File: config.mk
export PLATFORM = sky130hd
export DESIGN_NAME = b1_loc_gen
export DESIGN_NICKNAME = d
export VERILOG_FILES = /design/src/rtl/b1_pkg.sv /design/src/rtl/b1_nco.sv /design/src/rtl/b1_loc_gen.sv
export SDC_FILE = /design/constraint.sdc
export NUM_CORES = 1
export LEC_CHECK = 0
export ABC_CLOCK_PERIOD_IN_PS = 4000
export CAP_MARGIN = 20
export CORE_MARGIN = 4
export CORE_UTILIZATION = 35
export CTS_BUF_LIST = sky130_fd_sc_hd__clkbuf_16
export DETAILED_ROUTE_END_ITERATION = 12
export GPL_ROUTABILITY_DRIVEN = 0
export SETUP_SLACK_MARGIN = 0.1
export SYNTH_ARGS = -nofsm -noshare
export SYNTH_HDL_FRONTEND = slang
export SYNTH_SLANG_ARGS = --single-unit
export TNS_END_PERCENT = 10
File: constraint.sdc
create_clock -name rx_clk -period 4 [get_ports rx_clk]
set_clock_uncertainty 0.05 [all_clocks]
set_input_delay 0.8 -clock rx_clk [delete_from_list [all_inputs] [get_ports rx_clk]]
set_output_delay 0.8 -clock rx_clk [all_outputs]
set_load 0.02 [all_outputs]
File: src/rtl/b1_pkg.sv
// Shared constants for the BeiDou B1I local replica: code length, LFSR
// initial state, G1/G2 feedback masks and the PRN phase-select table.
package b1_pkg;

  localparam int          B1_CODE_LEN  = 2046;
  localparam logic [10:0] B1_LFSR_INIT = 11'b01010101010;

  // Bit k holds stage k+1; stage 11 is the output end of the register.
  localparam logic [10:0] B1_G1_TAPS = 11'b11111000001;
  localparam logic [10:0] B1_G2_TAPS = 11'b10110011111;

  typedef struct packed {
    logic [3:0] tap1;
    logic [3:0] tap2;
  } b1_prn_taps_t;

  localparam b1_prn_taps_t B1_PRN_TAPS [1:37] = '{
    '{4'd1, 4'd3},  '{4'd1, 4'd4},  '{4'd1, 4'd5},  '{4'd1, 4'd6},
    '{4'd1, 4'd8},  '{4'd1, 4'd9},  '{4'd1, 4'd10}, '{4'd1, 4'd11},
    '{4'd2, 4'd7},  '{4'd3, 4'd4},  '{4'd3, 4'd5},  '{4'd3, 4'd6},
    '{4'd3, 4'd8},  '{4'd3, 4'd9},  '{4'd3, 4'd10}, '{4'd3, 4'd11},
    '{4'd4, 4'd5},  '{4'd4, 4'd6},  '{4'd4, 4'd8},  '{4'd4, 4'd9},
    '{4'd4, 4'd10}, '{4'd4, 4'd11}, '{4'd5, 4'd6},  '{4'd5, 4'd8},
    '{4'd5, 4'd9},  '{4'd5, 4'd10}, '{4'd5, 4'd11}, '{4'd6, 4'd8},
    '{4'd6, 4'd9},  '{4'd6, 4'd10}, '{4'd6, 4'd11}, '{4'd8, 4'd9},
    '{4'd8, 4'd10}, '{4'd8, 4'd11}, '{4'd9, 4'd10}, '{4'd9, 4'd11},
    '{4'd10, 4'd11}
  };

  function automatic logic [10:0] b1_lfsr_step(input logic [10:0] g,
                                                input logic [10:0] taps);
    return {g[9:0], ^(g & taps)};
  endfunction

endpackage

File: src/rtl/b1_nco.sv
// 32-bit phase accumulator with loadable FCW working register, run enable
// and a registered overflow carry that is held while disabled.
module b1_nco #(
  parameter int OUT_W = 32
) (
  input  logic             clk_i,
  input  logic             rst_ni,
  input  logic             en_i,
  input  logic             ld_i,
  input  logic [31:0]      fcw_i,
  output logic [OUT_W-1:0] acc_msb_o,
  output logic             carry_o
);

  logic [31:0] fcw_q, fcw_d;
  logic [31:0] acc_q, acc_d;
  logic        carry_q, carry_d;

  // Accumulate with the FCW held before this edge; a load takes effect next cycle.
  always_comb begin
    fcw_d   = fcw_q;
    acc_d   = acc_q;
    carry_d = carry_q;
    if (en_i) begin
      {carry_d, acc_d} = {1'b0, acc_q} + {1'b0, fcw_q};
      if (ld_i) begin
        fcw_d = fcw_i;
      end else begin
        fcw_d = fcw_q;
      end
    end else begin
      carry_d = carry_q;
    end
  end

  // State registers.
  always_ff @(posedge clk_i or negedge rst_ni) begin
    if (!rst_ni) begin
      fcw_q   <= 32'd0;
      acc_q   <= 32'd0;
      carry_q <= 1'b0;
    end else begin
      fcw_q   <= fcw_d;
      acc_q   <= acc_d;
      carry_q <= carry_d;
    end
  end

  assign acc_msb_o = acc_q[31 -: OUT_W];
  assign carry_o   = carry_q;

endmodule

File: src/rtl/b1_loc_gen.sv
// B1I local replica generator: carrier NCO, code/subcarrier NCO, truncated
// Gold code generator and early/prompt/late BOC replica signs.
module b1_loc_gen
  import b1_pkg::*;
#(
  parameter int PH_W     = 8,
  parameter int PRN_TAP1 = 1,
  parameter int PRN_TAP2 = 3,
  parameter int CODE_LEN = B1_CODE_LEN
) (
  input  logic            rx_clk,
  input  logic            rx_rst,
  input  logic            rx_en,
  input  logic [31:0]     rx_car_fcw,
  input  logic [31:0]     rx_prn_fcw,
  input  logic            rx_fcw_vld,
  output logic            tx_loc_bocE,
  output logic            tx_loc_bocP,
  output logic            tx_loc_bocL,
  output logic            tx_prn_sop,
  output logic [PH_W-1:0] tx_car_phase,
  output logic [10:0]     tx_chip_cnt
);

  localparam logic [10:0] LAST_IDX = 11'(CODE_LEN - 1);

  logic [PH_W-1:0] car_phase_s;
  logic            car_carry_unused_s;
  logic            code_msb_unused_s;
  logic            code_carry_s;
  logic            tick_s;
  logic            chip_s;

  logic [10:0]     chip_idx_q, chip_idx_d;
  logic            s_q, s_d;
  logic [10:0]     g1_q, g1_d;
  logic [10:0]     g2_q, g2_d;
  logic            e_q, e_d, p_q, p_d, l_q, l_d;
  logic [10:0]     chip_cnt_q, chip_cnt_d;
  logic            sop_q, sop_d;
  logic            e_start_q, e_start_d;
  logic [PH_W-1:0] phase_q, phase_d;

  b1_nco #(.OUT_W(PH_W)) u_car_nco (
    .clk_i     (rx_clk),
    .rst_ni    (rx_rst),
    .en_i      (rx_en),
    .ld_i      (rx_fcw_vld),
    .fcw_i     (rx_car_fcw),
    .acc_msb_o (car_phase_s),
    .carry_o   (car_carry_unused_s)
  );

  b1_nco #(.OUT_W(1)) u_code_nco (
    .clk_i     (rx_clk),
    .rst_ni    (rx_rst),
    .en_i      (rx_en),
    .ld_i      (rx_fcw_vld),
    .fcw_i     (rx_prn_fcw),
    .acc_msb_o (code_msb_unused_s),
    .carry_o   (code_carry_s)
  );

  // A carry held across a disabled stretch is issued on the first enabled cycle.
  assign tick_s = rx_en & code_carry_s;
  assign chip_s = g1_q[10] ^ g2_q[PRN_TAP1-1] ^ g2_q[PRN_TAP2-1];

  // Generator next state: emit the pending subchip, then advance (chip, s, G1, G2).
  always_comb begin
    chip_idx_d = chip_idx_q;
    s_d        = s_q;
    g1_d       = g1_q;
    g2_d       = g2_q;
    e_d        = e_q;
    p_d        = p_q;
    l_d        = l_q;
    chip_cnt_d = chip_cnt_q;
    e_start_d  = e_start_q;
    sop_d      = 1'b0;
    phase_d    = rx_en ? car_phase_s : phase_q;
    if (tick_s) begin
      l_d        = p_q;
      p_d        = e_q;
      e_d        = chip_s ^ s_q;
      chip_cnt_d = chip_idx_q;
      s_d        = ~s_q;
      // E content after reset is the reset zero, so sop waits for a real chip 0.
      sop_d      = e_start_q;
      e_start_d  = (chip_idx_q == 11'd0) && !s_q;
      if (s_q) begin
        if (chip_idx_q == LAST_IDX) begin
          chip_idx_d = 11'd0;
          g1_d       = B1_LFSR_INIT;
          g2_d       = B1_LFSR_INIT;
        end else begin
          chip_idx_d = chip_idx_q + 11'd1;
          g1_d       = b1_lfsr_step(g1_q, B1_G1_TAPS);
          g2_d       = b1_lfsr_step(g2_q, B1_G2_TAPS);
        end
      end else begin
        chip_idx_d = chip_idx_q;
      end
    end else begin
      sop_d = 1'b0;
    end
  end

  // Generator and output registers.
  always_ff @(posedge rx_clk or negedge rx_rst) begin
    if (!rx_rst) begin
      chip_idx_q <= 11'd0;
      s_q        <= 1'b0;
      g1_q       <= B1_LFSR_INIT;
      g2_q       <= B1_LFSR_INIT;
      e_q        <= 1'b0;
      p_q        <= 1'b0;
      l_q        <= 1'b0;
      chip_cnt_q <= 11'd0;
      sop_q      <= 1'b0;
      e_start_q  <= 1'b0;
      phase_q    <= '0;
    end else begin
      chip_idx_q <= chip_idx_d;
      s_q        <= s_d;
      g1_q       <= g1_d;
      g2_q       <= g2_d;
      e_q        <= e_d;
      p_q        <= p_d;
      l_q        <= l_d;
      chip_cnt_q <= chip_cnt_d;
      sop_q      <= sop_d;
      e_start_q  <= e_start_d;
      phase_q    <= phase_d;
    end
  end

  assign tx_loc_bocE  = e_q;
  assign tx_loc_bocP  = p_q;
  assign tx_loc_bocL  = l_q;
  assign tx_prn_sop   = sop_q;
  assign tx_car_phase = phase_q;
  assign tx_chip_cnt  = chip_cnt_q;

endmodule
==> results.md, run 1 <==
Worst setup path:
- Grouping stages by cell kind, the critical path spends the most delay in compound AO/OA/AOI/OAI gates.
- The terminus of the critical flop-to-flop path is u_code_nco.acc_q[22].
- STA classifies the critical path startpoint as a flip-flop.
- The register-to-register setup slack is 0.84 ns.
- The required time of the worst setup path is 4.27 ns.
- The worst register-to-register path begins at u_code_nco.acc_q[0].
- The worst setup path is captured at a flip-flop.
- The signal on the critical path passes through ha_1 > fa_1 > a211oi_2 > o211ai_2 > a2111oi_4 > nor4_4 > a31oi_4 > o21bai_2 > a2111o_1 > o311ai_1.
- For this run, the slowest stage of the critical path takes 0.45 ns.
- The maximum fanout along the worst path is 5.
- The number of buffers and inverters on the critical path is 0.
- At the worst endpoint, the arrival time is 3.43 ns.
- For this design, the slowest cell found on the critical path is sky130_fd_sc_hd__fa_1.
- The critical path class is flip-flop to flip-flop.
- The path depth of the worst reg2reg path is 10.

Placed design:
- The post-placement worst setup slack is around 0.9 ns.
- The post-place instance area is 12100 sq um.
- The number of port buffers is 90.
- The half-perimeter wire length after detailed placement is 17000 microns.

Pwr:
- The power share of the clock group is 18.4%.
- Summed over all cells, the static leakage comes to 0.00543 uW.
- Cell internal power was estimated by the tool at ~5600 uW.
- Combinational logic burns 51.2% of the power.
- The share of total power dissipated in sequential elements is a little under a third.
- The switching power of the nets is 3740 uW.
- The total power density per cell area is 734 nW/um^2.
- The worst-case IR drop observed on VDD is just under 0.0004 V.
- In this run switching power makes up 40.0% of total power.

Timing:
- For the finished layout, the period the worst path requires is 3.16 ns.
- In this run the tightest slew margin relative to its limit is 34.5%.
- Setup repair after global routing left no endpoint under its margin.
- In the final timing run, aggregate negative setup slack is 0 ns.
- The setup violation total in the final timing report is 0.
- The number of slew-limit violations in the final report is 0.
- For this run, the top clock speed supported by timing is 317 MHz.
- The final setup slack of the worst path is between 0.8 and 0.9 ns.
- The number of endpoints with negative hold slack in the final report is 0.
- After layout, the worst path uses about four fifths of the clock period.
- At the pin with the least slew margin, the transition time is 0.973 ns.

Route:
- The total number of vias is 8050.
- After detailed routing, the number of remaining DRC violations is 0.
- The per-cell routed wire length is 15.4 microns.
- In the detailed route, the total length drawn on met3 is 979 microns.
- The detailed router put a total of between 10000 and 15000 microns of wire on met1.
- The via-per-instance ratio is 5.28.
- The met2 wirelength from detailed routing is 10800 microns.
- The first detailed-routing pass ran for 5 iterations.
- The highest metal layer carrying signal wires in the routed design is met4.
- The detailed router finished its first iteration with 468 violations.
- The remaining number of nets flagged by the antenna check after routing is 0.
- Summed over all layers, the routed wires come to 23500 microns.

Yosys:
- In this run the biggest area consumer among cell types represents 41.0% of the synthesized area.
- The synthesized netlist contains just over 70 unique library cells.
- The main flop type after synthesis is sky130_fd_sc_hd__dfrtp_1.
- In this run, synthesis inferred 0 flip-flops with an integrated enable.
- Yosys printed 0 warnings.
- In this run the mean area of a mapped cell was 10.4 sq um.
- After synthesis, the cell types taking the most area are sky130_fd_sc_hd__dfrtp_1 (41%), sky130_fd_sc_hd__mux2_2 (13%), sky130_fd_sc_hd__ha_1 (7.6%).
- Sequential cells were found to cover between 40% and 50% of the synthesized design area.
- The number of nets in the synthesized netlist is 1178.
- The fraction of registers with async set/reset is 100%.
- The cell type with the largest total area after synthesis is sky130_fd_sc_hd__dfrtp_1.
- The area of the mapped netlist is between 10000 and 15000 sq um.
- After synthesis the netlist holds a flip-flop and latch count of 187.
- The instance count of the mapped netlist is 1042.

Global route:
- The number of global-route vias before repair is ~8000.
- The initial antenna violation count is 0.
- The first global-routing pass estimated 40200 microns of wire.
- Entering global routing, the biggest net connects 84 pins.
- After global routing the overflow that remains totals 0.
- The global-route usage over all layers is 14.3%.

CTS:
- Clock latency on the worst-skew pair, taken at its later pin, is approximately 0.44 ns.
- The worst-case clock buffer depth is 2.
- For this design, the CTS-stage hold fixing added 0 buffers.
- The H-tree was split into 4 levels.
- The number of setup buffers added after CTS is 0.
- Counting every sink on the clock net gives 187.
- The clock transition at the register clock pins on the worst setup and hold paths after CTS is approximately 0.070 ns.
- The clock tree from TritonCTS is built.
- In this run, CTS created clock tree buffers numbering 17.
- The library cell used as clock root buffer is sky130_fd_sc_hd__clkbuf_16.
- Once the clock tree was built, the resizer swapped 0 gates to a different size.

Run:
- The max capacitance violation total is 0.

Floorplanning:
- For this design the top-level I/O count stands at 91.
- In this run the vertical extent of the chip is 184 microns.
- The total core area is 30500 sq um.
- The starting density of the core is 35.4%.
- From left edge to right edge, the die measures about 180 microns.
- The die covers 33700 sq um.
- Row generation in the floorplan step produced 64 rows.

Outcome:
- The flow ran to the end, and the final reports show no timing, DRC or antenna violations.

Layout:
- The signed area change from the synthesized netlist to the final layout is 17.7%.
- In the layout the commonest cells are sky130_fd_sc_hd__dfrtp_1 (177), sky130_fd_sc_hd__mux2_2 (123), sky130_fd_sc_hd__nand2_1 (111), sky130_fd_sc_hd__clkdlybuf4s50_1 (88), sky130_fd_sc_hd__a21oi_1 (71).
- Leaving out fill and tap cells, the most frequent cell in the layout is sky130_fd_sc_hd__dfrtp_1.
- The count of inserted antenna diode cells is 0.
- The post-route netlist has 17.4% of its cells at a drive strength greater than 1.
- In the final design database the tool counted 1251 nets.
- The finished layout cell area is 12700 sq um.

Hold path:
- The worst hold path belongs to the class input port to asynchronous set/reset pin.
-- layer usage --
layer  global-route usage, %  vias up
met1                    20.2     3962
li1                        -     3942
met2                    23.0      132
met4                    3.25        0
met5                       0        -
met3                    2.87       14
-- worst max path at each step --
stage                              startpoint              endpoint  slack, ns  cells after the start
after floorplan           u_code_nco.acc_q[0]  u_code_nco.acc_q[22]       1.13                     10
after global placement    u_code_nco.acc_q[0]  u_code_nco.acc_q[24]       0.95                     10
after detailed placement  u_code_nco.acc_q[0]  u_code_nco.acc_q[22]       0.91                     10
after CTS                 u_code_nco.acc_q[0]  u_code_nco.acc_q[22]       0.85                     10
after global routing      u_code_nco.acc_q[0]  u_code_nco.acc_q[22]       0.69                     10
final                     u_code_nco.acc_q[0]  u_code_nco.acc_q[22]       0.84                     10
-- worst reg2reg max path, delay by kind of cell (launching register included) --
family          cells  cell delay [ns]
simple gates        1             0.09
fa+ha+maj           2             0.69
compound gates      7             1.83
flops               1             0.38
-- area by class of cell --
cell class	count	area, sq um
fill	2932	17800
multi-input combinational	783	5830
sequential	187	4690
timing repair buffer	99	1010
tap	396	495
clock buffer	17	425
clock inverter	15	164
inverter	27	101
-- synthesized netlist by cell type, drive strengths merged, types with 7 or more instances --
master / count
a21o: 28
clkbuf: 31
dfstp: 10
o211ai: 8
and3: 15
nand2: 112
nor2: 46
o21a: 7
a31oi: 8
nor3: 11
or3: 7
o21bai: 12
dfrtp: 177
o21ai: 68
ha: 66
a211oi: 10
xnor2: 41
mux2: 123
nand4: 15
inv: 27
buf: 14
o31ai: 10
nand3: 26
a21oi: 72
nand2b: 7
nor4: 10
xor2: 17
-- sequential cells by signal, summed over array words and instances, names as in the netlist --
signal / cells
u_car_nco.acc_q: 32
u_car_nco.fcw_q: 32
u_code_nco.acc_q: 32
u_code_nco.fcw_q: 32
chip_idx_q: 11
g1_q: 11
g2_q: 11
tx_chip_cnt: 11
tx_car_phase: 8
e_start_q: 1
s_q: 1
tx_loc_bocE: 1
tx_loc_bocL: 1
tx_loc_bocP: 1
tx_prn_sop: 1
u_code_nco.carry_o: 1
-- power by group through the flow --
stage | logic [uW] | registers [uW] | clock network [uW]
2_1_floorplan | 3700 | 2830 | 0
3_3_place_gp | 4690 | 2860 | 0
3_5_place_dp | 4770 | 2880 | 0
4_1_cts | 4800 | 2850 | 1770
5_1_grt | 5360 | 2920 | 1850
6_report | 4780 | 2840 | 1710
-- kinds of logic after synthesis --
| logic type | count (synthesis) | synth area share, % |
|---|---|---|
| AND/OR/NAND/NOR | 268 | 11.9 |
| AO/OA/AOI/OAI | 266 | 16.6 |
| flip-flops | 187 | 43.4 |
| multiplexers | 123 | 12.8 |
| buffers and inverters | 72 | 2.61 |
| adder cells (fa/ha/maj) | 68 | 8.01 |
| XOR/XNOR | 58 | 4.70 |
-- per-stage QoR --
stage | total power, uW | utilization [%] | hold slack [ns] | cells
6_report | 9330 | 41.7 | 0.370 | 1524
5_1_grt | 10100 | 41.7 | 0.416 | 1524
4_1_cts | 9420 | 41.7 | 0.379 | 1524
3_5_place_dp | 7650 | 39.8 | 0.397 | 1492
3_3_place_gp | 7560 | 39.8 | 0.392 | 1492
2_1_floorplan | 6530 | - | 0.385 | 1042
Note: power is estimated with default switching activity, not from simulation.
==> inputs of run 2 (changes only) <==
--- a/config.mk
+++ b/config.mk
@@ -5,7 +5,7 @@
 export SDC_FILE = /design/constraint.sdc
 export NUM_CORES = 1
 export LEC_CHECK = 0
-export ABC_CLOCK_PERIOD_IN_PS = 4000
+export ABC_CLOCK_PERIOD_IN_PS = 3180
 export CAP_MARGIN = 20
 export CORE_MARGIN = 4
 export CORE_UTILIZATION = 35
==> constraint.sdc (replaced) <==
create_clock -name rx_clk -period 3.18 [get_ports rx_clk]
set_clock_uncertainty 0.05 [all_clocks]
set_input_delay 0.636 -clock rx_clk [delete_from_list [all_inputs] [get_ports rx_clk]]
set_output_delay 0.636 -clock rx_clk [all_outputs]
set_load 0.02 [all_outputs]
==> run 2 against run 1 <==
Sequential power up 26%. Design area is 0.71% higher. Critical path type unchanged. Core utilization rose by 0.30 points. Routed wire length rose by 1.3%. First-iteration DRC count is 4.1% lower. Non-clock buffer count grew 10. Flip-flop and latch count is the same.
==> results.md, run 2 (same netlist as run 1, synthesis figures left out) <==
Worst setup path:
- The maximum fanout along the worst path is 5 (unchanged).
- The register-to-register setup slack was 0.24 ns (was 0.84 ns).
- The slowest cell on the critical path is sky130_fd_sc_hd__a2111oi_4 (was sky130_fd_sc_hd__fa_1).
- The critical path arrival was 3.22 ns (was 3.43 ns).
- The required time of the worst setup path came to 3.46 ns (was 4.27 ns).
- The largest stage delay on the critical path is 0.41 ns (was 0.45 ns).
- The critical path class is flip-flop to flip-flop (unchanged).
- The critical path launch point type is a flip-flop (unchanged).
- The element type at the critical path end was a flip-flop (unchanged).
- Crit-path cells: ha_1 > fa_2 > a211oi_2 > o211ai_2 > a2111oi_4 > nor4_4 > a31oi_4 > o21bai_2 > a2111o_1 > o311ai_1 (was ha_1 > fa_1 > a211oi_2 > o211ai_2 > a2111oi_4 > nor4_4 > a31oi_4 > o21bai_2 > a2111o_1 > o311ai_1).

CTS:
- The CTS H-tree depth is 4 (unchanged).
- The clock transition at the register clock pins on the worst setup and hold paths after CTS is 0.07 ns (about the same).
- The clock tree from TritonCTS is built (unchanged).
- The clock net sink count is 187 (unchanged).
- The post-cts hold buffer count came to 0 (unchanged).
- The library cell used as clock root buffer is sky130_fd_sc_hd__clkbuf_16 (unchanged).
- The clock network latency to the later pin of the worst-skew pair is 0.44 ns (about the same).
- The worst-case clock buffer depth is 2 (unchanged).
- The TritonCTS buffer count is 17 (unchanged).

Floorplanning:
- The number of core rows came to 64 (unchanged).
- The horizontal die dimension is 184 microns (unchanged).
- The top-level port count came to 91 (unchanged).
- The total core area is 30500 sq um (unchanged).
- The floorplan die height came to 184 microns (unchanged).
- The area of the die is 33700 sq um (unchanged).
- The starting density of the core is 35.4% (unchanged).

Placed design:
- The half-perimeter wire length after detailed placement is 17400 microns (was 17000 microns).
- The post-placement worst setup slack was 0.120 ns (was 0.912 ns).
- The number of port buffers was 90 (unchanged).

Timing:
- The final critical path time including I/O delays and setup is 2.94 ns (was 3.16 ns).
- The post-route clock period utilization is 92.3% (was 79.0%).
- The number of slew-limit violations in the final report is 0 (unchanged).
- Unrepaired setup endpoints after global routing: yes (was no).
- The highest clock rate came to 341 MHz (was 317 MHz).
- The actual transition at the worst max-transition pin came to 0.877 ns (was 0.973 ns).
- The number of endpoints with negative hold slack in the final report came to 0 (unchanged).
- The setup violation total in the final timing report is 0 (unchanged).
- The final setup slack of the worst path is 0.244 ns (was 0.841 ns).
- The worst slew margin relative to its limit is 41.5% (was 34.5%).
- The setup total negative slack is 0 ns (unchanged).

Route:
- The per-cell routed wire length is 15.5 microns (was 15.4 microns).
- The via-per-instance ratio is 5.24 (was 5.28).
- The first-pass detailed-route iteration total is 7 (was 5).
- The DRC violations left is 0 (unchanged).
- The final wirelength is 23800 microns (was 23500 microns).
- The count of routing violations after the opening detailed-route iteration is 449 (was 468).
- The total number of vias was 8036 (was 8050).
- The remaining number of nets flagged by the antenna check after routing is 0 (unchanged).

Layout:
- The net count reported at finish is 1261 (was 1251).
- The most common cell after layout, fill and taps aside is sky130_fd_sc_hd__dfrtp_1 (unchanged).
- The fraction of final layout cells sized beyond drive strength 1 is 18.0% (was 17.4%).
- Commonest non-fill, non-tap cells in the layout: sky130_fd_sc_hd__dfrtp_1 (177), sky130_fd_sc_hd__mux2_2 (123), sky130_fd_sc_hd__nand2_1 (111), sky130_fd_sc_hd__clkdlybuf4s50_1 (88), sky130_fd_sc_hd__a21oi_1 (70) (was sky130_fd_sc_hd__dfrtp_1 (177), sky130_fd_sc_hd__mux2_2 (123), sky130_fd_sc_hd__nand2_1 (111), sky130_fd_sc_hd__clkdlybuf4s50_1 (88), sky130_fd_sc_hd__a21oi_1 (71)).
- The signed area change from the synthesized netlist to the final layout is 18.6% (was 17.7%).
- The count of inserted antenna diode cells is 0 (unchanged).
- The number of filler instances in the final layout is 2936 (was 2932).

Global route:
- The number of global-route vias before repair is 8239 (was 7878).
- The global-route usage over all layers was 14.6% (was 14.3%).
- The initial antenna violation count was 0 (unchanged).
- The first-pass GRT wire length is 40900 microns (was 40200 microns).
- The maximum number of pins on one net before global-route repair is 75 (was 84).
- The total grt overflow is 0 (unchanged).

Pwr:
- The total power density per cell area came to 919 nW/um^2 (was 734 nW/um^2).
- The peak supply drop is 0.000452 V (was 0.000393 V).
- The leakage power is 0.00549 uW (was 0.00543 uW).

Outcome:
- Outcome: finished, final reports clean (unchanged).

Hold path:
- The class of the tightest hold or removal check is input port to asynchronous set/reset pin (unchanged).

Run:
- The max capacitance violation total is 0 (unchanged).
run 2: cell types whose count changed in the layout (fill, tap and decap cells not counted), moves of 2 or more:
cell,before,now
sky130_fd_sc_hd__buf_4,7,15
sky130_fd_sc_hd__buf_12,3,5
sky130_fd_sc_hd__clkinv_4,1,3
sky130_fd_sc_hd__clkinvlp_4,4,1
sky130_fd_sc_hd__clkinv_1,0,3
sky130_fd_sc_hd__inv_8,2,0
run 2: worst max-delay path, delay by kind of cell (launching register included):
| kind | cells | cell delay (ns) |
|---|---|---|
| AO/OA/AOI/OAI | 7 | 1.67 |
| adder cells (fa/ha/maj) | 2 | 0.63 |
| flip-flops | 1 | 0.38 |
| AND/OR/NAND/NOR | 1 | 0.10 |
run 2: area by class of cell:
class | instances | area, sq um | share of cell area (%)
Timing Repair Buffer | 109 | 1110 | 8.64
Tap cell | 396 | 495 | 3.87
Inverter | 27 | 101 | 0.791
Clock buffer | 17 | 425 | 3.32
Sequential cell | 187 | 4690 | 36.6
Clock inverter | 15 | 148 | 1.15
Multi-Input combinational cell | 783 | 5840 | 45.6
run 2: worst paths after layout:
check | from | end | cells after the start
max | u_code_nco.acc_q[0] | u_code_nco.acc_q[22] | 10
min | rx_rst | u_code_nco.fcw_q[26] | 1
max reg2reg | u_code_nco.acc_q[0] | u_code_nco.acc_q[22] | 10
min reg2reg | g1_q[5] | g1_q[5] | 2
max in group asynchronous | rx_rst | g1_q[3] | 2
min in group rx_clk | g1_q[5] | g1_q[5] | 2
run 2: metal layers:
metal	GRT usage, %	vias to the layer above	wire length [microns]
met4	2.84	0	165
met3	3.23	12	908
met2	24.2	121	11300
li1	-	3974	-
met1	19.8	3929	11500
met5	0	-	0
run 2: power by group:
group	total, uW	leakage (uW)	switching [uW]	internal (uW)
sequential	3570	0.00225	492	3080
clock	2120	0.000284	960	1160
combinational	6090	0.00295	3240	2850
run 2: through the flow:
| step | utilization, % | hold slack, ns | instances | instance area (sq um) | power (uW) |
|---|---|---|---|---|---|
| after detailed placement | 40.0 | 0.397 | 1500 | 12200 | 9640 |
| after global routing | 42.0 | 0.223 | 1534 | 12800 | 12800 |
| final | 42.0 | 0.179 | 1534 | 12800 | 11800 |
| after CTS | 42.0 | 0.206 | 1534 | 12800 | 11900 |
| after floorplan | - | 0.290 | 1042 | 10800 | 8210 |
| after global placement | 40.0 | 0.394 | 1500 | 12200 | 9540 |
run 2: timing repair:
item                       CTS  global route
setup endpoints to repair    2             6
gates resized for setup      1             2
setup buffers                2             0
pin swaps                    3             2
==> inputs of run 3 (changes only) <==
--- a/config.mk
+++ b/config.mk
@@ -5,6 +5,7 @@
 export SDC_FILE = /design/constraint.sdc
 export NUM_CORES = 1
 export LEC_CHECK = 0
+export ABC_AREA = 1
 export ABC_CLOCK_PERIOD_IN_PS = 3180
 export CAP_MARGIN = 20
 export CORE_MARGIN = 4
==> run 3 against run 2 <==
Setup slack improved by 0.78 ns. First-iteration DRC count increased by 41%. Design area increased by 10%. Via count increased by 26%. Routed wire length increased by 26%. Largest cell class unchanged. Largest power group unchanged.
==> results.md, run 3 <==
Worst setup path:
- The family with the most delay on the worst path is buffers and inverters (was compound AO/OA/AOI/OAI gates).
- Crit-path cells: clkdlybuf4s50_1 (was ha_1 > fa_2 > a211oi_2 > o211ai_2 > a2111oi_4 > nor4_4 > a31oi_4 > o21bai_2 > a2111o_1 > o311ai_1).
- The largest stage delay on the critical path is 0.67 ns (was 0.41 ns).
- The element type at the critical path end is an output pin (was flip-flop).
- The buffering stage count on the worst path with inverters included was 1 (was 0).
- The maximum fanout along the worst path is 2 (was 5).
- The critical path launch point type was a flip-flop (unchanged).
- The slowest cell on the critical path is sky130_fd_sc_hd__clkdlybuf4s50_1 (was sky130_fd_sc_hd__a2111oi_4).
- The required time of the worst setup path is 2.49 ns (was 3.46 ns).
- The critical path arrival is 1.47 ns (was 3.22 ns).
- The critical path class was flip-flop to output pin (was flip-flop to flip-flop).

Floorplanning:
- The horizontal die dimension is 193 microns (was 184 microns).
- The total core area is 33700 sq um (was 30500 sq um).
- The number of core rows is 67 (was 64).
- The floorplan die height is 193 microns (was 184 microns).
- The area of the die is 37400 sq um (was 33700 sq um).
- The starting density of the core is 35.7% (was 35.4%).
- The top-level port count is 91 (unchanged).

CTS:
- The TritonCTS buffer count is 17 (unchanged).
- The clock tree from TritonCTS is built (unchanged).
- The worst-case clock buffer depth is 2 (unchanged).
- The post-CTS setup buffer count came to 0 (was 2).
- The post-cts hold buffer count came to 0 (unchanged).
- The clock network latency to the later pin of the worst-skew pair is 0.45 ns (was 0.44 ns).
- The CTS H-tree depth is 4 (unchanged).
- The clock net sink count came to 187 (unchanged).
- The library cell used as clock root buffer is sky130_fd_sc_hd__clkbuf_16 (unchanged).
- The clock transition at the register clock pins on the worst setup and hold paths after CTS is 0.07 ns (about the same).
- The post-cts resize count is 0 (was 1).

Layout:
- The net count reported at finish is 1846 (was 1261).
- The number of filler instances in the final layout came to 3522 (was 2936).
- The signed area change from the synthesized netlist to the final layout is 17.4% (was 18.6%).
- The most common cell after layout, fill and taps aside is sky130_fd_sc_hd__nand2_1 (was sky130_fd_sc_hd__dfrtp_1).
- The count of inserted antenna diode cells is 0 (unchanged).
- The area occupied by multi-input gates is 6200 sq um (was 5840 sq um).
- The number of cells in the finished layout apart from fillers is 2171 (was 1534).
- The register area was 4690 sq um (unchanged).
- The fraction of final layout cells sized beyond drive strength 1 is 8.53% (was 18.0%).
- Commonest non-fill, non-tap cells in the layout: sky130_fd_sc_hd__nand2_1 (598), sky130_fd_sc_hd__inv_1 (259), sky130_fd_sc_hd__dfrtp_1 (177), sky130_fd_sc_hd__nand3_1 (91), sky130_fd_sc_hd__nor2_1 (90) (was sky130_fd_sc_hd__dfrtp_1 (177), sky130_fd_sc_hd__mux2_2 (123), sky130_fd_sc_hd__nand2_1 (111), sky130_fd_sc_hd__clkdlybuf4s50_1 (88), sky130_fd_sc_hd__a21oi_1 (70)).
- The finished layout cell area is 14100 sq um (was 12800 sq um).

Yosys:
- The area of the mapped netlist is 12000 sq um (was 10800 sq um).
- The cell type with the largest total area after synthesis is sky130_fd_sc_hd__dfrtp_1 (unchanged).
- The area share of fa/ha/maj cells after synthesis is 7.21% (was 8.01%).
- The top-area cell type share of the netlist area came to 36.9% (was 41.0%).
- The xor/xnor cell area share of the yosys netlist is 3.13% (was 4.70%).
- The sequential cell area fraction in the yosys report is 39.1% (was 43.4%).
- The share of synthesized area spent on multiplexers is 6.00% (was 12.8%).
- The post-synthesis cell type count came to 42 (was 72).
- Cell types occupying the most area after synthesis: sky130_fd_sc_hd__dfrtp_1 (37%), sky130_fd_sc_hd__nand2_1 (19%), sky130_fd_sc_hd__inv_1 (8.1%) (was sky130_fd_sc_hd__dfrtp_1 (41%), sky130_fd_sc_hd__mux2_2 (13%), sky130_fd_sc_hd__ha_1 (7.6%)).
- The net count after synthesis is 1755 (was 1178).
- The number of flops mapped to enable cells by yosys is 0 (unchanged).
- The post-synthesis area per instance came to 7.42 sq um (was 10.4 sq um).
- The total of flip-flops plus latches after synthesis came to 187 (unchanged).
- The count of synthesis-stage warnings from yosys came to 0 (unchanged).
- The most common cell in the synthesized netlist is sky130_fd_sc_hd__nand2_1 (was sky130_fd_sc_hd__dfrtp_1).
- The fraction of registers with async set/reset is 100% (unchanged).
- The simple-gate share of the synthesized area is 28.6% (was 11.9%).
- The largest family of logic cells by synthesized area is simple AND/OR/NAND/NOR gates (was compound AO/OA/AOI/OAI gates).
- The main flop type after synthesis was sky130_fd_sc_hd__dfrtp_1 (unchanged).
- The instance count of the mapped netlist is 1619 (was 1042).
- List of most frequent post-synthesis cells: sky130_fd_sc_hd__nand2_1 (598), sky130_fd_sc_hd__inv_1 (259), sky130_fd_sc_hd__dfrtp_1 (177) (was sky130_fd_sc_hd__dfrtp_1 (177), sky130_fd_sc_hd__mux2_2 (123), sky130_fd_sc_hd__nand2_1 (112)).
- The synthesized-area fraction occupied by ao, oa, aoi and oai cells is 6.64% (was 16.6%).

Pwr:
- The peak supply drop was 0.000471 V (was 0.000452 V).
- The total power density per cell area is 955 nW/um^2 (was 919 nW/um^2).
- The leakage power is 0.00741 uW (was 0.00549 uW).
- The total chip power was 13500 uW (was 11800 uW).

Timing:
- The actual transition at the worst max-transition pin is 0.679 ns (was 0.877 ns).
- The post-route clock period utilization is 67.7% (was 92.3%).
- The final critical path time including I/O delays and setup was 2.15 ns (was 2.94 ns).
- Unrepaired setup endpoints after global routing: no (was yes).
- The setup violation total in the final timing report was 0 (unchanged).
- The worst slew margin relative to its limit is 54.8% (was 41.5%).
- The highest clock rate came to 464 MHz (was 341 MHz).
- The setup total negative slack is 0 ns (unchanged).
- The number of slew-limit violations in the final report is 0 (unchanged).
- The number of endpoints with negative hold slack in the final report is 0 (unchanged).

Route:
- The total number of vias is 10100 (was 8036).
- The per-cell routed wire length is 13.8 microns (was 15.5 microns).
- The DRC violations left is 0 (unchanged).
- The final wirelength is 30100 microns (was 23800 microns).
- The via-per-instance ratio came to 4.66 (was 5.24).
- The count of routing violations after the opening detailed-route iteration was 635 (was 449).
- The remaining number of nets flagged by the antenna check after routing is 0 (unchanged).
- The first-pass detailed-route iteration total came to 5 (was 7).

Global route:
- The total grt overflow was 0 (unchanged).
- The initial antenna violation count is 0 (unchanged).
- The maximum number of pins on one net before global-route repair was 80 (was 75).
- The number of global-route vias before repair is 9920 (was 8239).
- The global-route usage over all layers was 16.2% (was 14.6%).
- The first-pass GRT wire length is 50200 microns (was 40900 microns).

Placed design:
- The half-perimeter wire length after detailed placement is 22700 microns (was 17400 microns).
- The post-place instance area came to 13500 sq um (was 12200 sq um).
- The count of placed standard cells including taps is 2139 (was 1500).
- The number of port buffers was 90 (unchanged).

Hold path:
- The class of the tightest hold or removal check was input port to asynchronous set/reset pin (unchanged).

Outcome:
- Outcome: finished, final reports clean (unchanged).

Run:
- The max capacitance violation total came to 0 (unchanged).
-- run 3: changes by cell type in the layout (fill, tap and decap cells not counted), moves of 26 or more --
cell | previous run | this run
sky130_fd_sc_hd__nand3_1 | 26 | 91
sky130_fd_sc_hd__nor2_1 | 46 | 90
sky130_fd_sc_hd__mux2_2 | 123 | 57
sky130_fd_sc_hd__inv_1 | 29 | 259
sky130_fd_sc_hd__nand2_1 | 111 | 598
sky130_fd_sc_hd__a21o_1 | 28 | 2
sky130_fd_sc_hd__o21ai_0 | 63 | 37
-- run 3: per-layer routing --
metal	GRT usage, %	routed length, microns
met4	3.80	367
met2	25.6	13500
met3	3.27	1210
met5	0	0
met1	22.9	15000
-- run 3: through the flow --
| stage | util, % | hold WS, ns | worst slack [ns] |
|---|---|---|---|
| 5_1_grt | 41.8 | 0.202 | 0.832 |
| 6_report | 41.8 | 0.151 | 1.03 |
| 4_1_cts | 41.8 | 0.180 | 0.991 |
| 3_5_place_dp | 40.0 | 0.416 | 1.04 |
| 2_1_floorplan | - | 0.290 | 1.27 |
| 3_3_place_gp | 40.0 | 0.408 | 1.05 |
-- run 3: cells by family after synthesis --
family                   Yosys count
multiplexers                      64
XOR/XNOR                          43
AND/OR/NAND/NOR                  833
AO/OA/AOI/OAI                    134
flip-flops                       187
adder cells (fa/ha/maj)           68
buffers and inverters            290
-- run 3: area by class of cell --
| class | instances | area share, % |
|---|---|---|
| repair buffers | 100 | 7.27 |
| well taps | 448 | 3.98 |
| clock buffers | 17 | 3.02 |
| clock inverters | 15 | 1.49 |
| multi-input cells | 1142 | 44.0 |
| flip-flops and latches | 187 | 33.3 |
| inverters | 262 | 6.99 |
-- run 3: where the power goes --
part           total [uW]  leakage (uW)  internal, uW  switching, uW
sequential           3850       0.00223          3270            573
combinational        7280       0.00488          2810           4460
clock                2350      0.000305          1330           1020
-- run 3: final timing paths --
kind	slack, ns	cells past startpoint	from	to
worst max-delay path	1.03	1	tx_car_phase[6]	tx_car_phase[6]
worst min-delay path	0.15	1	rx_rst	u_car_nco.fcw_q[26]
worst max register to register	1.03	10	u_car_nco.acc_q[0]	u_car_nco.acc_q[24]
worst min register to register	0.43	2	tx_car_phase[5]	tx_car_phase[5]
max in group asynchronous	2.05	2	rx_rst	u_code_nco.acc_q[13]
min in group rx_clk	0.43	2	tx_car_phase[5]	tx_car_phase[5]
